## config.mk

```make
export PLATFORM = sky130hd
export DESIGN_NAME = bnn_infer_sequencer
export DESIGN_NICKNAME = d
export VERILOG_FILES = /design/src/rtl/bnn_infer_sequencer.sv
export SDC_FILE = /design/constraint.sdc
export NUM_CORES = 1
export LEC_CHECK = 0
export CAP_MARGIN = 5
export CORE_ASPECT_RATIO = 0.6
export CORE_MARGIN = 4
export CORE_UTILIZATION = 45
export DETAILED_ROUTE_END_ITERATION = 10
export HOLD_SLACK_MARGIN = 0.1
export PLACE_DENSITY_LB_ADDON = 0.1
export RECOVER_POWER = 100
export SLEW_MARGIN = 30
export SYNTH_ARGS = -nofsm -noshare
export SYNTH_HDL_FRONTEND = slang
export SYNTH_SLANG_ARGS = --single-unit
export TNS_END_PERCENT = 1
```

## constraint.sdc

```tcl
create_clock -name clk -period 4.4 [get_ports clk]
set_input_delay 0.88 -clock clk [delete_from_list [all_inputs] [get_ports clk]]
set_output_delay 0.88 -clock clk [all_outputs]
set_load 0.02 [all_outputs]
```

## src/rtl/bnn_infer_sequencer.sv

```systemverilog
// Run-control wrapper for the sequential BNN classifier core: latches a feature vector,
// pulses the core reset, waits the evaluation window and returns the clamped class index.
// Optional build macro BNN_INFER_SEQUENCER_PREFETCH_EN adds a one-entry input buffer.
module bnn_infer_sequencer #(
    parameter int FEAT_CNT      = 16,
    parameter int FEAT_BITS     = 4,
    parameter int HIDDEN_CNT    = 40,
    parameter int CLASS_CNT     = 10,
    parameter int SETTLE_CYCLES = HIDDEN_CNT + CLASS_CNT
) (
    input  logic                          clk,
    input  logic                          rst,
    input  logic                          in_valid,
    output logic                          in_ready,
    input  logic [FEAT_BITS*FEAT_CNT-1:0] in_features,
    output logic                          out_valid,
    input  logic                          out_ready,
    output logic [$clog2(CLASS_CNT)-1:0]  out_class,
    output logic                          out_range_err,
    output logic [FEAT_BITS*FEAT_CNT-1:0] bnn_features,
    output logic                          bnn_rst,
    input  logic [$clog2(CLASS_CNT)-1:0]  bnn_prediction
);

    localparam int FEAT_W = FEAT_BITS * FEAT_CNT;
    localparam int CLS_W  = $clog2(CLASS_CNT);
    localparam int CNT_W  = $clog2(SETTLE_CYCLES + 1);
    localparam logic [CNT_W-1:0] CNT_TERM = CNT_W'(SETTLE_CYCLES);
    localparam logic [CLS_W-1:0] CLS_MAX  = CLS_W'(CLASS_CNT - 1);

    typedef enum logic [1:0] {
        ST_IDLE = 2'd0,
        ST_LOAD = 2'd1,
        ST_RUN  = 2'd2,
        ST_DONE = 2'd3
    } state_t;

    state_t             state_r;
    logic [CNT_W-1:0]   cnt_r;
    logic [FEAT_W-1:0]  feat_r;
    logic [CLS_W-1:0]   out_class_r;
    logic               out_range_err_r;
    logic               out_valid_r;
    logic               in_ready_r;
    logic               accept_s;
    logic               busy_ready_s;

    // Out-of-range core indices saturate to the last class and raise the error flag
    function automatic logic [CLS_W:0] clamp_pred(input logic [CLS_W-1:0] pred);
        logic [CLS_W:0] res;
        if (pred > CLS_MAX) begin
            res = {1'b1, CLS_MAX};
        end else begin
            res = {1'b0, pred};
        end
        return res;
    endfunction

    assign accept_s = in_valid & in_ready_r;

`ifdef BNN_INFER_SEQUENCER_PREFETCH_EN
    logic               pend_valid_r;
    logic [FEAT_W-1:0]  pend_feat_r;
    logic               fill_s;
    logic               drain_s;

    assign fill_s       = accept_s & (state_r != ST_IDLE);
    assign drain_s      = (state_r == ST_DONE) & out_ready;
    assign busy_ready_s = ~(pend_valid_r | fill_s);
`else
    assign busy_ready_s = 1'b0;
`endif

    // Sequencing FSM: core reset pulse, settle counter, result capture and handshake registers
    always_ff @(posedge clk or negedge rst) begin
        if (!rst) begin
            state_r         <= ST_IDLE;
            cnt_r           <= '0;
            feat_r          <= '0;
            out_class_r     <= '0;
            out_range_err_r <= 1'b0;
            out_valid_r     <= 1'b0;
            in_ready_r      <= 1'b0;
`ifdef BNN_INFER_SEQUENCER_PREFETCH_EN
            pend_valid_r    <= 1'b0;
            pend_feat_r     <= '0;
`endif
        end else begin
            case (state_r)
                ST_IDLE: begin
                    if (accept_s) begin
                        feat_r     <= in_features;
                        state_r    <= ST_LOAD;
                        in_ready_r <= busy_ready_s;
                    end else begin
                        in_ready_r <= 1'b1;
                    end
                end
                ST_LOAD: begin
                    cnt_r      <= '0;
                    state_r    <= ST_RUN;
                    in_ready_r <= busy_ready_s;
                end
                ST_RUN: begin
                    in_ready_r <= busy_ready_s;
                    if (cnt_r == CNT_TERM) begin
                        {out_range_err_r, out_class_r} <= clamp_pred(bnn_prediction);
                        out_valid_r <= 1'b1;
                        state_r     <= ST_DONE;
                    end else begin
                        cnt_r <= cnt_r + CNT_W'(1);
                    end
                end
                ST_DONE: begin
                    if (out_ready) begin
                        out_valid_r <= 1'b0;
`ifdef BNN_INFER_SEQUENCER_PREFETCH_EN
                        // A buffered vector (or one arriving now) starts the next run without idling
                        if (pend_valid_r) begin
                            feat_r     <= pend_feat_r;
                            state_r    <= ST_LOAD;
                            in_ready_r <= ~fill_s;
                        end else if (fill_s) begin
                            feat_r     <= in_features;
                            state_r    <= ST_LOAD;
                            in_ready_r <= 1'b1;
                        end else begin
                            state_r    <= ST_IDLE;
                            in_ready_r <= 1'b1;
                        end
`else
                        state_r    <= ST_IDLE;
                        in_ready_r <= 1'b1;
`endif
                    end else begin
                        in_ready_r <= busy_ready_s;
                    end
                end
                default: begin
                    state_r     <= ST_IDLE;
                    cnt_r       <= '0;
                    out_valid_r <= 1'b0;
                    in_ready_r  <= 1'b0;
                end
            endcase
`ifdef BNN_INFER_SEQUENCER_PREFETCH_EN
            if (drain_s) begin
                pend_valid_r <= 1'b0;
            end else if (fill_s) begin
                pend_valid_r <= 1'b1;
            end else begin
                pend_valid_r <= pend_valid_r;
            end
            if (fill_s) begin
                pend_feat_r <= in_features;
            end else begin
                pend_feat_r <= pend_feat_r;
            end
`endif
        end
    end

    assign in_ready      = in_ready_r;
    assign out_valid     = out_valid_r;
    assign out_class     = out_class_r;
    assign out_range_err = out_range_err_r;
    assign bnn_features  = feat_r;
    // The core sits in reset during system reset and for the single LOAD cycle
    assign bnn_rst       = ~rst | (state_r == ST_LOAD);

endmodule
```

==> impl_metrics.py <==
metrics = {
    "placement": {
        "place.gp.congestion": 0.708,
        "dp_hpwl_um": 5360,
        "port_buffers": 143,
    },
    "timing": {
        "slew_headroom_pct": -6.32,
        "fin_setup_tns_ns": 0,
        "slew_violations": 65,
        "fin_crit_ns": 3.30,
        "fmax_mhz": 303,
        "setup_viol": 0,
        "skew_ns": 0.00371,
        "hold_violations": 0,
        "fin_crit_sh_pct": 75.1,
        "worstMarginPinSlew_ns": 1.59,
        "rsz0062_at_grt": "no",
    },
    "logic_synthesis": {
        "ys_ff_latch": 79,
        "syn_area_um2": 3210,
        "async_flop_share_pct": 100,
        "synth.area.top_cells": "dfrtp_1 (62%), mux2_2 (24%), ha_1 (2.7%), o21ai_0 (1.2%), buf_2 (1.1%)",
        "synth-edff-count": 0,
        "syn_area_per_cell_um2": 15.1,
        "seq_area_frac_synth_pct": 61.6,
        "syn_nets": 292,
        "synth_top_area_cell": "dfrtp_1",
        "netlist_instances": 213,
        "synth_top_area_share_pct": 61.6,
        "synth_cell_types": 33,
        "ys.flop_type": "dfrtp_1",
        "yosysWarnings": 0,
    },
    "route": {
        "vias_per_cell": 4.96,
        "drt_wl_total_um": 7550,
        "postRouteAntennaNets": 0,
        "vias": 2231,
        "drc": 0,
        "wl_per_cell_um": 16.8,
        "first_pass_iters": 4,
        "drtIter0Drc": 71,
    },
    "finish": {
        "drive_gt1_share_pct": 23.4,
        "finalNetCount": 439,
        "diodes": 0,
        "layout_common_cells": "dfrtp_1 (79), dlygate4sd3_1 (73), clkdlybuf4s50_1 (69)",
        "layout.cells.most_common": "dfrtp_1",
        "area_growth_pct": 54.4,
        "final_util_pct": 73.0,
    },
    "cts": {
        "clock_path_buffers": 2,
        "postCtsSetupBuffers": 0,
        "insertion_delay_ns": 0.33,
        "clk_pin_slew_ns": 0.05,
        "ctsHoldBuffers": 0,
        "clock-sinks": 79,
        "cts_buffers": 9,
        "cts_tree": "built",
        "ctsResizeCount": 0,
        "clockRootBuffer": "clkbuf_16",
        "htreeDepth": 3,
    },
    "global_routing": {
        "grt_max_degree": 65,
        "track_usage_pct": 18.0,
        "antenna_found_initial": 0,
        "grt_first_pass_wirelength_um": 11700,
        "grt_overflow_total": 0,
        "grt_pass1_vias": 2303,
    },
    "worst_setup_path": {
        "ff2ff_setup_slack_ns": 1.54,
        "required_ns": 3.52,
        "crit_type": "input port to output pin",
        "reg2reg_depth": 4,
        "rr_startpoint": "state_r[1]",
        "cp-end-kind": "output pin",
        "start_kind": "input port",
        "crit_fanout": 21,
        "critPathArrivalTime_ns": 2.42,
        "r2r_end": "bnn_features[7]",
    },
    "run_status": {
        "status": "finished with violations",
        "violations": "capacitance limit, slew limit",
    },
    "power": {
        "ir_worst_vdd_mv": 0.361,
        "p_sw_mw": 1.19,
        "leakage_nw": 2.22,
        "swShare_pct": 34.7,
        "seqPwrFrac_pct": 35.5,
        "power.internal_mw": 2.24,
        "power_frac_clock_pct": 19.3,
        "cellPowerDensity_nw_per_um2": 692,
        "combPwrFrac_pct": 45.2,
    },
    "floorplan": {
        "die_x_um": 117,
        "dieHeight_um": 73.4,
        "io_pins": 144,
        "rows": 23,
        "core_um2": 6790,
        "initial_core_util_pct": 47.3,
        "dieArea_um2": 8600,
    },
    "hold_path": {
        "hold_path.class": "flop to flop",
        "worstHoldPathCells": 1,
        "worstHoldStart": "bnn_features[28]",
        "hold_path_end": "bnn_features[28]",
    },
    "job": {
        "drv_cap": 1,
    },
}
[cell families (layout without fill, tap and decap cells)]
family | Yosys count | in the layout | share of synthesized area (%)
mux | 70 | 70 | 24.6
buf+inv | 12 | 162 | 1.67
simple gates | 26 | 26 | 5.38
xor+xnor | 2 | 2 | 0.545
compound gates | 17 | 17 | 3.51
fa+ha+maj | 7 | 7 | 2.73
flops | 79 | 79 | 61.6
[cells in the mapped netlist, types with 2 or more instances]
library cell / number
a21oi_1: 2
dfrtp_1: 79
ha_1: 7
buf_2: 7
nand2b_1: 2
nor2b_1: 5
mux2_2: 68
nand2_1: 4
o21ai_0: 8
inv_1: 4
nor2_1: 2
nand3_1: 4
[through the flow]
stage	cell area (um2)	power (mW)	setup WS (ns)	std cells	hold slack, ns
global placement	4730	2.88	1.57	436	0.486
finish	4960	3.43	1.10	450	0.498
CTS	5000	3.62	1.63	450	0.417
detailed placement	4730	2.92	1.54	436	0.492
global route	4960	3.63	0.826	450	0.508
floorplan	3210	2.10	2.48	213	0.529
[cell type report]
type / count / area [um2]
sequential: 79 / 1980
fill: 490 / 1830
timing repair buffer: 144 / 1430
multi-input combinational: 122 / 1160
clock buffer: 13 / 260
tap: 87 / 109
inverter: 4 / 15.0
clock inverter: 1 / 5.00
[metal layers]
layer  global-route usage (%)  vias up  wire [um]
li1                         -     1050          -
met1                     22.3     1062       3300
met2                     27.7      108       3340
met3                     8.81       11        799
met4                     6.49        0        115
met5                        0        -          0
[registers in the layout, summed over array words and instances, names as in the netlist]
name / count
in_ready: 1
state_r: 2
cnt_r: 6
out_valid: 1
bnn_features: 64
out_range_err: 1
out_class: 4
[worst max path at each step]
stage | slack (ns) | start | cells after the start | end
finish | 1.10 | rst | 3 | bnn_rst
detailed placement | 1.54 | in_valid | 3 | bnn_features[7]
CTS | 1.63 | state_r[1] | 4 | bnn_rst
global route | 0.83 | rst | 3 | bnn_rst
global placement | 1.57 | in_valid | 3 | bnn_features[7]
floorplan | 2.48 | rst | 1 | bnn_rst
[critical path, cell delays in order]
cell and delay [ns]:
clkbuf_1 0.75, nand2b_1 0.09, dlygate4sd3_1 0.69
[power groups by stage]
stage	Clock, mW	Sequential (mW)	Combinational (mW)
3_3_place_gp	0	1.23	1.65
3_5_place_dp	0	1.24	1.68
2_1_floorplan	0	1.59	0.503
5_1_grt	0.718	1.26	1.65
6_report	0.663	1.22	1.55
4_1_cts	0.687	1.24	1.70
Note: power is estimated with default switching activity, not from simulation.
